## src/rtl/cache_control_if.sv

```systemverilog
// Bundle of CPU-side request, datapath status and control signals for the cache controller.
// The master modport is the CPU/datapath side; the slave modport is the controller.
interface cache_control_if;
  logic        mem_read;
  logic        mem_write;
  logic        hit0;
  logic        hit1;
  logic        lru;
  logic        dirty_lru;
  logic        pmem_resp;
  logic        mem_resp;
  logic        pmem_read;
  logic        pmem_write;
  logic        pmem_addr_sel;
  logic [1:0]  load_way;
  logic        data_in_sel;
  logic        set_dirty;
  logic        clear_dirty;
  logic        load_lru;
  logic        lru_in;
  logic [15:0] hit_count;
  logic [15:0] miss_count;

  modport master (
    output mem_read, mem_write, hit0, hit1, lru, dirty_lru, pmem_resp,
    input  mem_resp, pmem_read, pmem_write, pmem_addr_sel, load_way, data_in_sel,
           set_dirty, clear_dirty, load_lru, lru_in, hit_count, miss_count
  );

  modport slave (
    input  mem_read, mem_write, hit0, hit1, lru, dirty_lru, pmem_resp,
    output mem_resp, pmem_read, pmem_write, pmem_addr_sel, load_way, data_in_sel,
           set_dirty, clear_dirty, load_lru, lru_in, hit_count, miss_count
  );
endinterface

```

## src/rtl/cache_control.sv

```systemverilog
// Two-way set-associative cache controller: hit handling, dirty-victim writeback,
// line allocate from physical memory, and saturating hit/miss performance counters.
module cache_control (
  input  logic            clk,
  input  logic            reset,
  cache_control_if.slave  bus
);

  typedef enum logic [1:0] {IDLE = 2'd0, WRITEBACK = 2'd1, ALLOCATE = 2'd2} state_t;

  state_t      r_state;
  state_t      w_nextState;
  logic        r_missPend;
  logic [15:0] r_hitCount;
  logic [15:0] r_missCount;

  logic        w_req;
  logic        w_hit;
  logic        w_hitWay;
  logic        w_missStart;
  logic        w_memResp;
  logic        w_pmemRead;
  logic        w_pmemWrite;
  logic        w_pmemAddrSel;
  logic [1:0]  w_loadWay;
  logic        w_dataInSel;
  logic        w_setDirty;
  logic        w_clearDirty;
  logic        w_loadLru;
  logic        w_lruIn;

  // A simultaneous read and write is handled as a write; way 0 wins a double hit.
  assign w_req       = bus.mem_read | bus.mem_write;
  assign w_hit       = bus.hit0 | bus.hit1;
  assign w_hitWay    = ~bus.hit0;
  assign w_missStart = (r_state == IDLE) && w_req && !w_hit;

  always_ff @(posedge clk) begin
    if (reset) r_state <= IDLE;
    else       r_state <= w_nextState;
  end

  always_comb begin
    w_nextState = r_state;
    case (r_state)
      IDLE:      if (w_missStart) w_nextState = bus.dirty_lru ? WRITEBACK : ALLOCATE;
      WRITEBACK: if (bus.pmem_resp) w_nextState = ALLOCATE;
      ALLOCATE:  if (bus.pmem_resp) w_nextState = IDLE;
      default:   w_nextState = IDLE;
    endcase
  end

  // Outputs are forced quiet while reset is held so nothing is written mid-reset.
  always_comb begin
    w_memResp     = 1'b0;
    w_pmemRead    = 1'b0;
    w_pmemWrite   = 1'b0;
    w_pmemAddrSel = 1'b0;
    w_loadWay     = 2'b00;
    w_dataInSel   = 1'b0;
    w_setDirty    = 1'b0;
    w_clearDirty  = 1'b0;
    w_loadLru     = 1'b0;
    w_lruIn       = 1'b0;
    if (!reset) begin
      case (r_state)
        IDLE: begin
          if (w_req && w_hit) begin
            w_memResp = 1'b1;
            w_loadLru = 1'b1;
            w_lruIn   = ~w_hitWay;
            if (bus.mem_write) begin
              w_loadWay  = w_hitWay ? 2'b10 : 2'b01;
              w_setDirty = 1'b1;
            end
          end
        end
        WRITEBACK: begin
          w_pmemWrite   = 1'b1;
          w_pmemAddrSel = 1'b1;
        end
        ALLOCATE: begin
          w_pmemRead = 1'b1;
          if (bus.pmem_resp) begin
            w_loadWay    = bus.lru ? 2'b10 : 2'b01;
            w_dataInSel  = 1'b1;
            w_clearDirty = 1'b1;
          end
        end
        default: ;
      endcase
    end
  end

  // The response that ends a miss is not counted as a hit; miss_pend remembers that.
  always_ff @(posedge clk) begin
    if (reset) begin
      r_missPend  <= 1'b0;
      r_hitCount  <= 16'h0000;
      r_missCount <= 16'h0000;
    end else begin
      if (w_missStart) begin
        r_missPend <= 1'b1;
        if (r_missCount != 16'hFFFF) r_missCount <= r_missCount + 16'd1;
      end else if (w_memResp) begin
        r_missPend <= 1'b0;
      end
      if (w_memResp && !r_missPend && (r_hitCount != 16'hFFFF))
        r_hitCount <= r_hitCount + 16'd1;
    end
  end

  assign bus.mem_resp      = w_memResp;
  assign bus.pmem_read     = w_pmemRead;
  assign bus.pmem_write    = w_pmemWrite;
  assign bus.pmem_addr_sel = w_pmemAddrSel;
  assign bus.load_way      = w_loadWay;
  assign bus.data_in_sel   = w_dataInSel;
  assign bus.set_dirty     = w_setDirty;
  assign bus.clear_dirty   = w_clearDirty;
  assign bus.load_lru      = w_loadLru;
  assign bus.lru_in        = w_lruIn;
  assign bus.hit_count     = r_hitCount;
  assign bus.miss_count    = r_missCount;

endmodule

```

## src/flat_wrapper.sv

```systemverilog
// flat-port wrapper written by rule: the top's interface ports become plain ports
module cache_control_flat 
  (clk, reset, bus_mem_read, bus_mem_write, bus_hit0, bus_hit1, bus_lru, bus_dirty_lru, bus_pmem_resp, bus_mem_resp, bus_pmem_read, bus_pmem_write, bus_pmem_addr_sel, bus_load_way, bus_data_in_sel, bus_set_dirty, bus_clear_dirty, bus_load_lru, bus_lru_in, bus_hit_count, bus_miss_count);
  cache_control_if bus_i ();
  input  logic clk;
  input  logic reset;
  input wire logic [$bits(bus_i.mem_read)-1:0] bus_mem_read;
  input wire logic [$bits(bus_i.mem_write)-1:0] bus_mem_write;
  input wire logic [$bits(bus_i.hit0)-1:0] bus_hit0;
  input wire logic [$bits(bus_i.hit1)-1:0] bus_hit1;
  input wire logic [$bits(bus_i.lru)-1:0] bus_lru;
  input wire logic [$bits(bus_i.dirty_lru)-1:0] bus_dirty_lru;
  input wire logic [$bits(bus_i.pmem_resp)-1:0] bus_pmem_resp;
  output wire logic [$bits(bus_i.mem_resp)-1:0] bus_mem_resp;
  output wire logic [$bits(bus_i.pmem_read)-1:0] bus_pmem_read;
  output wire logic [$bits(bus_i.pmem_write)-1:0] bus_pmem_write;
  output wire logic [$bits(bus_i.pmem_addr_sel)-1:0] bus_pmem_addr_sel;
  output wire logic [$bits(bus_i.load_way)-1:0] bus_load_way;
  output wire logic [$bits(bus_i.data_in_sel)-1:0] bus_data_in_sel;
  output wire logic [$bits(bus_i.set_dirty)-1:0] bus_set_dirty;
  output wire logic [$bits(bus_i.clear_dirty)-1:0] bus_clear_dirty;
  output wire logic [$bits(bus_i.load_lru)-1:0] bus_load_lru;
  output wire logic [$bits(bus_i.lru_in)-1:0] bus_lru_in;
  output wire logic [$bits(bus_i.hit_count)-1:0] bus_hit_count;
  output wire logic [$bits(bus_i.miss_count)-1:0] bus_miss_count;
  assign bus_i.mem_read = bus_mem_read;
  assign bus_i.mem_write = bus_mem_write;
  assign bus_i.hit0 = bus_hit0;
  assign bus_i.hit1 = bus_hit1;
  assign bus_i.lru = bus_lru;
  assign bus_i.dirty_lru = bus_dirty_lru;
  assign bus_i.pmem_resp = bus_pmem_resp;
  assign bus_mem_resp = bus_i.mem_resp;
  assign bus_pmem_read = bus_i.pmem_read;
  assign bus_pmem_write = bus_i.pmem_write;
  assign bus_pmem_addr_sel = bus_i.pmem_addr_sel;
  assign bus_load_way = bus_i.load_way;
  assign bus_data_in_sel = bus_i.data_in_sel;
  assign bus_set_dirty = bus_i.set_dirty;
  assign bus_clear_dirty = bus_i.clear_dirty;
  assign bus_load_lru = bus_i.load_lru;
  assign bus_lru_in = bus_i.lru_in;
  assign bus_hit_count = bus_i.hit_count;
  assign bus_miss_count = bus_i.miss_count;
  cache_control u_core (.clk(clk), .reset(reset), .bus(bus_i));
endmodule
```

## config.mk

```make
export PLATFORM = sky130hd
export DESIGN_NAME = cache_control_flat
export DESIGN_NICKNAME = d
export VERILOG_FILES = /design/src/rtl/cache_control_if.sv /design/src/rtl/cache_control.sv /design/src/flat_wrapper.sv
export SDC_FILE = /design/constraint.sdc
export NUM_CORES = 1
export LEC_CHECK = 0
export BUFFER_PORTS_ARGS = -buffer_cell sky130_fd_sc_hd__buf_2
export CELL_PAD_IN_SITES_DETAIL_PLACEMENT = 0
export CELL_PAD_IN_SITES_GLOBAL_PLACEMENT = 1
export CORE_MARGIN = 2
export CORE_UTILIZATION = 26
export DETAILED_ROUTE_END_ITERATION = 12
export PLACE_DENSITY = 0.66
export SLEW_MARGIN = 5
export SYNTH_ARGS = -nofsm -noshare
export SYNTH_HDL_FRONTEND = slang
export SYNTH_SLANG_ARGS = --single-unit
```

## constraint.sdc

```tcl
create_clock -name clk -period 2.1 [get_ports clk]
set_input_delay 0.21 -clock clk [delete_from_list [all_inputs] [get_ports clk]]
set_output_delay 0.21 -clock clk [all_outputs]
set_load 0.005 [all_outputs]
```

# Word-level counts from Yosys, hierarchy flattened

Index checks and enable logic that the tools add are counted.

Register bits: 35
Output and inout port bits: 43
Word-level logic and storage cells: 57

$add $sub $neg: 2
Equal/unequal tests: 7
Muxes and demuxes: 31
Bitwise gates (word level): 2
Reductions and logical operators: 11

Operator list:

| cell                  | count |
|---|---|
| $add 16x1->16 const B | 2 |
| $ne 16x16->1 const B  | 2 |
| $mux 2                | 10 |
| $mux 1                | 19 |
| $pmux 2 s3            | 1 |
| $logic_and 1x1->1     | 5 |
| $ne 2x2->1 const B    | 2 |
| $pmux 2 s2            | 1 |
| $reduce_and 3->1      | 1 |
| $eq 2x1->1 const B    | 1 |
| $eq 2x2->1 const B    | 1 |
| $logic_not 1->1       | 2 |
| $logic_not 2->1       | 1 |
| $ne 2x1->1 const B    | 1 |
| $or 1x1->1            | 2 |
| $reduce_and 2->1      | 1 |
| $reduce_bool 2->1     | 1 |

# Depth between registers and ports, before layout

Gate-level depths: netlist of the first run.

Depth after elaboration: 7
Mapped depth: 7
Mapped depth without buffers: 6

# Least setup slack after synthesis of the first run

No wires, ideal clock.

Kind: reg-to-reg
Start: reg u_core.r_state[1]
End: reg u_core.r_hitCount[5] (netlist: u_core.bus.hit_count[5])
Data arrival time: 1.933 ns
Required time: 2.029 ns
Slack: 0.096 ns
Stages on the path, launching flop included: 7
Period minus slack after synthesis: 2.004 ns
Path through: dfxtp_1 buf_6 or2_4 or4b_4 a21o_4 or4_1 a21oi_1

Longest elaborated chain between the ends: 5

Ends and longest elaborated chain:

| what                            | line                 | RTL |
|---|---|---|
| start, declared                 | cache_control.sv:11  | `state_t r_state;` |
| start signal, assigned          | cache_control.sv:40  | `else r_state <= w_nextState;` |
| $logic_not 2->1                 | cache_control.sv:66  | `case (r_state)` |
| $mux 1                          | cache_control.sv:66  |  |
| $mux 1                          | cache_control.sv:65  | `if (!reset) begin` |
| $logic_and 1x1->1 (2 in series) | cache_control.sv:108 | `if (w_memResp && !r_missPend && (r_hitCount != 16'hFFFF))` |
| end signal, assigned            | cache_control.sv:109 | `r_hitCount <= r_hitCount + 16'd1;` |
| end, declared                   | cache_control.sv:14  | `logic [15:0] r_hitCount;` |

Every way passes these cells.
A chain may end at the register's enable or synchronous reset.

# Worst setup path after layout of the first run

Start: reg u_core.r_state[0]
End: reg u_core.r_hitCount[5] (netlist: u_core.bus.hit_count[5])

The elaborated chain is that of the path after synthesis.

==> results of run 1 <==
## per-layer routing
layer,vias up,track usage [%],share of wire [%]
met5,-,0,0
met4,0,4.41,0.74
met3,4,3.26,4.8
met2,42,20.5,47
met1,831,15.7,48
li1,924,-,-
## registers in the layout, summed over array words and instances (netlist names)
signal / cells
u_core.bus.hit_count: 16
u_core.bus.miss_count: 16
u_core.r_missPend: 1
u_core.r_state: 2
## area by class of cell
| class | instances | area share [%] |
|---|---|---|
| inverters | 3 | 0.475 |
| well taps | 96 | 5.06 |
| multi-input cells | 173 | 45.7 |
| flip-flops and latches | 35 | 29.5 |
| clock buffers | 6 | 3.06 |
| repair buffers | 68 | 16.1 |
## stage by stage
stage	cells	total power, mW	hold slack [ps]	setup slack [ps]	instance area, um2
final	381	1.27	258	93.8	2370
after global routing	381	1.33	279	20.9	2370
after CTS	379	1.29	255	21.5	2360
after detailed placement	373	0.832	505	47.2	2280
after global placement	373	0.831	484	100	2280
after floorplan	222	0.783	419	96.4	1860
## cells in the final DEF (no fill, tap or decap), drive strengths merged, types with 4 or more instances in the layout
cell    count
a21oi       5
nand2      12
nor2       37
a211oi      5
and3        4
nor3       10
nand4       9
dfxtp      35
o21ai       5
clkbuf      6
xor2        8
and2        5
nand3      16
buf        68
xnor2      13
nor4       10
and4        5
## how the worst max path moves through the flow
stage | start | cells past startpoint | endpoint
6_report | u_core.r_state[0] | 5 | u_core.bus.hit_count[5]
3_3_place_gp | u_core.r_state[0] | 5 | u_core.bus.hit_count[5]
3_5_place_dp | u_core.r_state[0] | 5 | u_core.bus.hit_count[5]
5_1_grt | u_core.r_state[0] | 5 | u_core.bus.hit_count[5]
2_1_floorplan | u_core.r_state[1] | 6 | u_core.bus.hit_count[5]
4_1_cts | u_core.r_state[0] | 5 | u_core.bus.hit_count[5]
## power by group
group / internal (mW) / switching [mW] / total (mW)
clock: 0.221 / 0.227 / 0.448
sequential: 0.673 / 0.00771 / 0.680
combinational: 0.0625 / 0.0776 / 0.140
total: 0.956 / 0.313 / 1.27
## kinds of logic (layout without fill, tap and decap cells)
group	count (synthesis)	in the layout
buffers and inverters	14	77
adder cells (fa/ha/maj)	2	2
AND/OR/NAND/NOR	124	124
flip-flops	35	35
multiplexers	4	4
XOR/XNOR	21	21
AO/OA/AOI/OAI	22	22
## worst max-delay path: cells and delay by family (launching register included)
family          cells  cell delay [ps]
simple gates        3             1210
compound gates      2              410
flops               1              310
## what timing repair did
item / CTS / global route
hold buffers: 0 / 0
buffers inserted: 0 / 2
endpoints found under the setup margin: 0 / 2
==> results.md, run 1 <==
* Run status: finished, final reports clean
* Critical path capture point type: register
* Antenna violations before repair at 0
* Die area at about 7800 um2
* Gates resized, CTS repair at 0
* Crit Path Max Fanout at 8
* Power density normalized to cell area at about 530 nW/um2
* Net count reported at finish at approximately 300
* FF-to-FF Start: u_core.r_state[0]
* Most frequently used cell type in the post-synthesis netlist: nor2_1
* EDFF count, synth at 0
* Top FF cell, synth: dfxtp_1
* Commonest cells post-synth: 37 x nor2_1, 35 x dfxtp_1, 16 x nand3_1, 13 x xnor2_1, 12 x nand2_1
* Mux share of post-synthesis cell area at ~2.2%
* Register-to-Register Setup Slack at 90 ps
* FFs w/ async S/R, synth at 0%
* Post-synthesis share of cell area spent on and, or, nand and nor gates at a little over a third
* Routed Wire Length at about 4.6 mm
* Wire length of the first global-routing pass at 7.69 mm
* Worst EP arrival at approximately 2200 ps
* Ant. Diodes at 0
* Number of port buffers at between 50 and 60
* Placement row count at 30
* Critical Path Source Type: register
* Area growth from synthesis to layout at 27.7%
* Largest family of logic cells by synthesized area: simple AND/OR/NAND/NOR gates
* Post-layout minimum cycle time at between 2000 and 2500 ps
* Layout Skew at 6.00 ps
* IR Drop Worst-Case VDD at 0.000190 V
* Number of design rule violations left after detail routing at 0
* Netlist area before placement at roughly 1900 um2
* Area of all sequential standard cells at between 700 and 800 um2
* Sink Count at 35
* Cell breakdown of the critical path: or2_4 > or4b_4 > a21o_4 > or4_1 > a21oi_1
* Number of library cell types mapped by synthesis at 38
* Overflow after GRT at 0
* Portion of the clock cycle consumed by the worst path in the final layout at approximately 96%
* Count of pins over their slew limit at 0
* Number of cells on the worst reg-to-reg path at 5
* Portion of synthesized cell area occupied by the leading cell type at 37.7%
* Drt pass-1 iters at 4
* Critical path data required time at roughly 2300 ps
* Core region area at between 6000 and 7000 um2
* Post-DR vias/cell at 4.73
* Finish-stage setup viols at 0
* Die height at a little under 90 um
* Final antenna-violating net count at 0
* Maximum number of pins on one net before global-route repair at between 40 and 50
* Hold path startpoint: bus_dirty_lru
* CTS buffer count at 5
* Worst hold endpoint: u_core.r_state[0]
* Combined global-route utilization of all metal layers at between 10% and 20%
* Synth top area cells: dfxtp_1 38%, nor2_1 7.5%, xnor2_1 6.1%, nand3_1 4.3%, xor2_1 3.8%
* Number of fill cells in the layout at about 730
* Post-synth net total at 233
* Effective utilization at floorplan at 27.0%
* Worst stage delay on the critical path at around 550 ps
* Worst hold path cell count at 3
* Compound-cell area share of the yosys netlist at roughly 8%
* Leak at ~0.95 nW
* CTS HTree Levels at 2
* Max Clk Rate at 498 MHz
* Via count of the first global-routing pass at 1676
* Buffer levels on the longest clock path at 2
* Share of the yosys chip area belonging to registers at between 30% and 40%
* Total I/O pin count at 52
* Register bit count reported by yosys at 35
* Mapped Avg Cell Area at ~8.4 um2
* Instance count of the mapped netlist at ~220
* Reg-to-reg endpoint: u_core.bus.hit_count[5]
* Crit path kind: register to register
* Share of cells above drive strength 1 at between 20% and 30%
* Worst skew pair latency at ~280 ps
* Placed wire-length estimate after detailed placement at 3.40 mm
* Relative slew margins at a little over two thirds
* Per-cell routed wire length at ~12 um
* Drt first-iter violations at 46
* RSZ-0062 raised after global routing: no
* Via count at roughly 1800
* Total of max-cap violations at 0
* Xor-xnor portion of the synthesized cell area at ~9.9%
* Die width at 88.5 um
* Global placement routability congestion at ~0.77
* Final core occ at between 30 and 40%
* CP max stage cell: or4b_4
* Worst Tran Pin Value at between 400 and 500 ps
* Dominant cell type by area after synthesis: dfxtp_1
* Worst min-delay path class: input pin to register
* Number of warnings issued by yosys at 0
* Sum of negative setup slack at 0 ps
* Area of the multi-input gates at between 1000 and 1500 um2
* Cell chosen for the clock root: clkbuf_8
* Adder-Cell Fraction of Synth Area at about 1.3%
* TritonCTS clock tree: done
* Post-CTS clock slew at the launch and capture registers of the worst setup and hold paths at roughly 70 ps
* Number of endpoints with negative hold slack in the final report at 0
(Power assumes the default switching activity.)
==> run 2: changes to the inputs <==
- CORE_UTILIZATION: 26 -> 34
- PLACE_DENSITY: 0.66 -> 0.81
- SETUP_SLACK_MARGIN: not set -> 0.15
==> run 2 against run 1 <==
Wire length fell by 3.8%. First-iteration DRC count rose by 120%. Die area fell by 23%. Sequential cell count did not move. Cell area rose by 0.47%. Combinational power barely moved. Critical endpoint unchanged.
==> results.md, run 2 (same netlist as run 1, synthesis figures left out) <==
* Run status: finished, final reports clean
* Antenna violations before repair at 0
* Core region area at between 5000 and 6000 um2
* Critical path data required time at ~2300 ps
* Combinational fraction of design power at between 10% and 20%
* Clock power share at 36.4%
* Share of cells above drive strength 1 at between 20% and 30%
* Count of hold buffers inserted by post-cts repair at 0
* Effective utilization at floorplan at between 30% and 40%
* Net count reported at finish at just under 300
* Worst min-delay path class: input pin to register
* Worst skew pair latency at ~280 ps
* Ant. Diodes at 0
* Most frequent cells in the layout: 51 x buf_2, 37 x nor2_1, 35 x dfxtp_1
* Die height at between 70 and 80 um
* CTS HTree Levels at 2
* Leak at approximately 0.95 nW
* Post-layout minimum cycle time at around 1900 ps
* Worst EP arrival at approximately 2100 ps
* Register-to-Register Setup Slack at between 150 and 200 ps
* Critical Path Source Type: register
* Crit Path Max Fanout at 7
* Worst hold path cell count at 3
* Worst Tran Pin Value at 460 ps
* Number of endpoints with negative hold slack in the final report at 0
* Crit path kind: register to register
* Sum of negative setup slack at 0 ps
* Number of design rule violations left after detail routing at 0
* Total of max-cap violations at 0
* TritonCTS clock tree: done
* Per-cell routed wire length at 12.4 um
* RSZ-0062 raised after global routing: yes
* Max Clk Rate at 518 MHz
* Post-CTS clock slew at the launch and capture registers of the worst setup and hold paths at around 70 ps
* Critical path capture point type: register
* CTS buffer count at 5
* Most common cell after layout, fill and taps aside: buf_2
* Buffer levels on the longest clock path at 2
* Total I/O pin count at 52
* Drt pass-1 iters at 4
* Sink Count at 35
* Number of port buffers at a little over 50
* Final core occ at 45.8%
* Number of cells on the worst reg-to-reg path at 5
* Placed wire-length estimate after detailed placement at between 3 and 4 mm
* Wire length of the first global-routing pass at around 7.2 mm
* IR Drop Worst-Case VDD at 0.000271 V
* Net load switching power at 0.323 mW
* Power density normalized to cell area at roughly 540 nW/um2
* Reg-to-reg endpoint: u_core.bus.hit_count[5]
* Overflow after GRT at 0
* Post-DR vias/cell at around 5
* Routed Wire Length at approximately 4.4 mm
* Number of cells in the finished layout apart from fillers at between 300 and 400
* Relative slew margins at a little under 70%
* Hold path startpoint: bus_dirty_lru
* Count of pins over their slew limit at 0
* Final antenna-violating net count at 0
* Sequential power share at between 50% and 60%
* Combined global-route utilization of all metal layers at 14.3%
* Global placement routability congestion at roughly 0.75
* Via count at 1816
* Internal portion of total power at 0.967 mW
* Maximum number of pins on one net before global-route repair at 45
* Placement row count at 26
* Worst hold endpoint: u_core.r_state[0]
* Cell count after placement at between 300 and 400
* Die area at around 6000 um2
* Layout Skew at between 5 and 6 ps
* Area growth from synthesis to layout at 28.3%
* Via count of the first global-routing pass at between 1500 and 2000
* Cell chosen for the clock root: clkbuf_8
* FF-to-FF Start: u_core.r_state[0]
* Portion of the clock cycle consumed by the worst path in the final layout at 92.0%
* Finish-stage setup viols at 0
* Die width at 77.9 um
* Switching fraction of total power at 25.0%
* Drt first-iter violations at 102
## run 2: metrics by stage
stage / total power [mW] / worst slack [ps] / hold WS, ps / cell area (um2)
after detailed placement: 0.823 / 120 / 502 / 2180
final: 1.29 / 168 / 250 / 2380
after CTS: 1.30 / 124 / 245 / 2300
after global routing: 1.36 / 105 / 272 / 2380
after floorplan: 0.783 / 166 / 419 / 1860
after global placement: 0.822 / 149 / 493 / 2180
## run 2: how the worst max path moves through the flow
| stage | start | to | slack (ps) | cells after the start |
|---|---|---|---|---|
| after detailed placement | u_core.r_state[0] | u_core.bus.hit_count[5] | 120 | 5 |
| final | u_core.r_state[0] | u_core.bus.hit_count[5] | 170 | 5 |
| after floorplan | u_core.r_state[1] | u_core.bus.hit_count[5] | 170 | 6 |
| after CTS | u_core.r_state[0] | u_core.bus.hit_count[5] | 120 | 5 |
| after global routing | u_core.bus.hit_count[0] | u_core.bus.hit_count[10] | 100 | 8 |
| after global placement | u_core.r_state[0] | u_core.bus.hit_count[5] | 150 | 5 |
## run 2: power groups by stage
stage / registers, mW / logic (mW) / clock network (mW)
after floorplan: 0.698 / 0.0853 / 0
after global placement: 0.698 / 0.124 / 0
after detailed placement: 0.698 / 0.124 / 0
after CTS: 0.683 / 0.135 / 0.481
after global routing: 0.685 / 0.153 / 0.519
final: 0.683 / 0.137 / 0.470
## run 2: worst max-delay path, stage by stage (launching register included)
cell and delay [ps]:
dfxtp_1 310, or2_4 260, or4b_4 550, a21o_4 210, or4_1 400, a21oi_1 130
## run 2: per-layer routing
layer  track usage, %  routed length [um]  vias up
li1                 -                   -      921
met1             18.2                2110      849
met2             24.1                2030       38
met3             3.84                 231        8
met4             3.33                  46        0
met5                0                   0        -
## run 2: what timing repair did
action,in CTS,in global routing
pin swaps,1,3
hold endpoints to repair,0,0
setup buffers,4,6
setup endpoints to repair,1,17
gates cloned,0,0
gates resized for setup,1,8
## run 2: area by class of cell
| class | instances | area (um2) |
|---|---|---|
| Fill cell | 555 | 2820 |
| Multi-Input combinational cell | 173 | 1130 |
| Sequential cell | 35 | 701 |
| Timing Repair Buffer | 67 | 375 |
| Tap cell | 70 | 87.6 |
| Clock buffer | 7 | 76.3 |
| Inverter | 3 | 11.3 |
| Clock inverter | 1 | 5.00 |
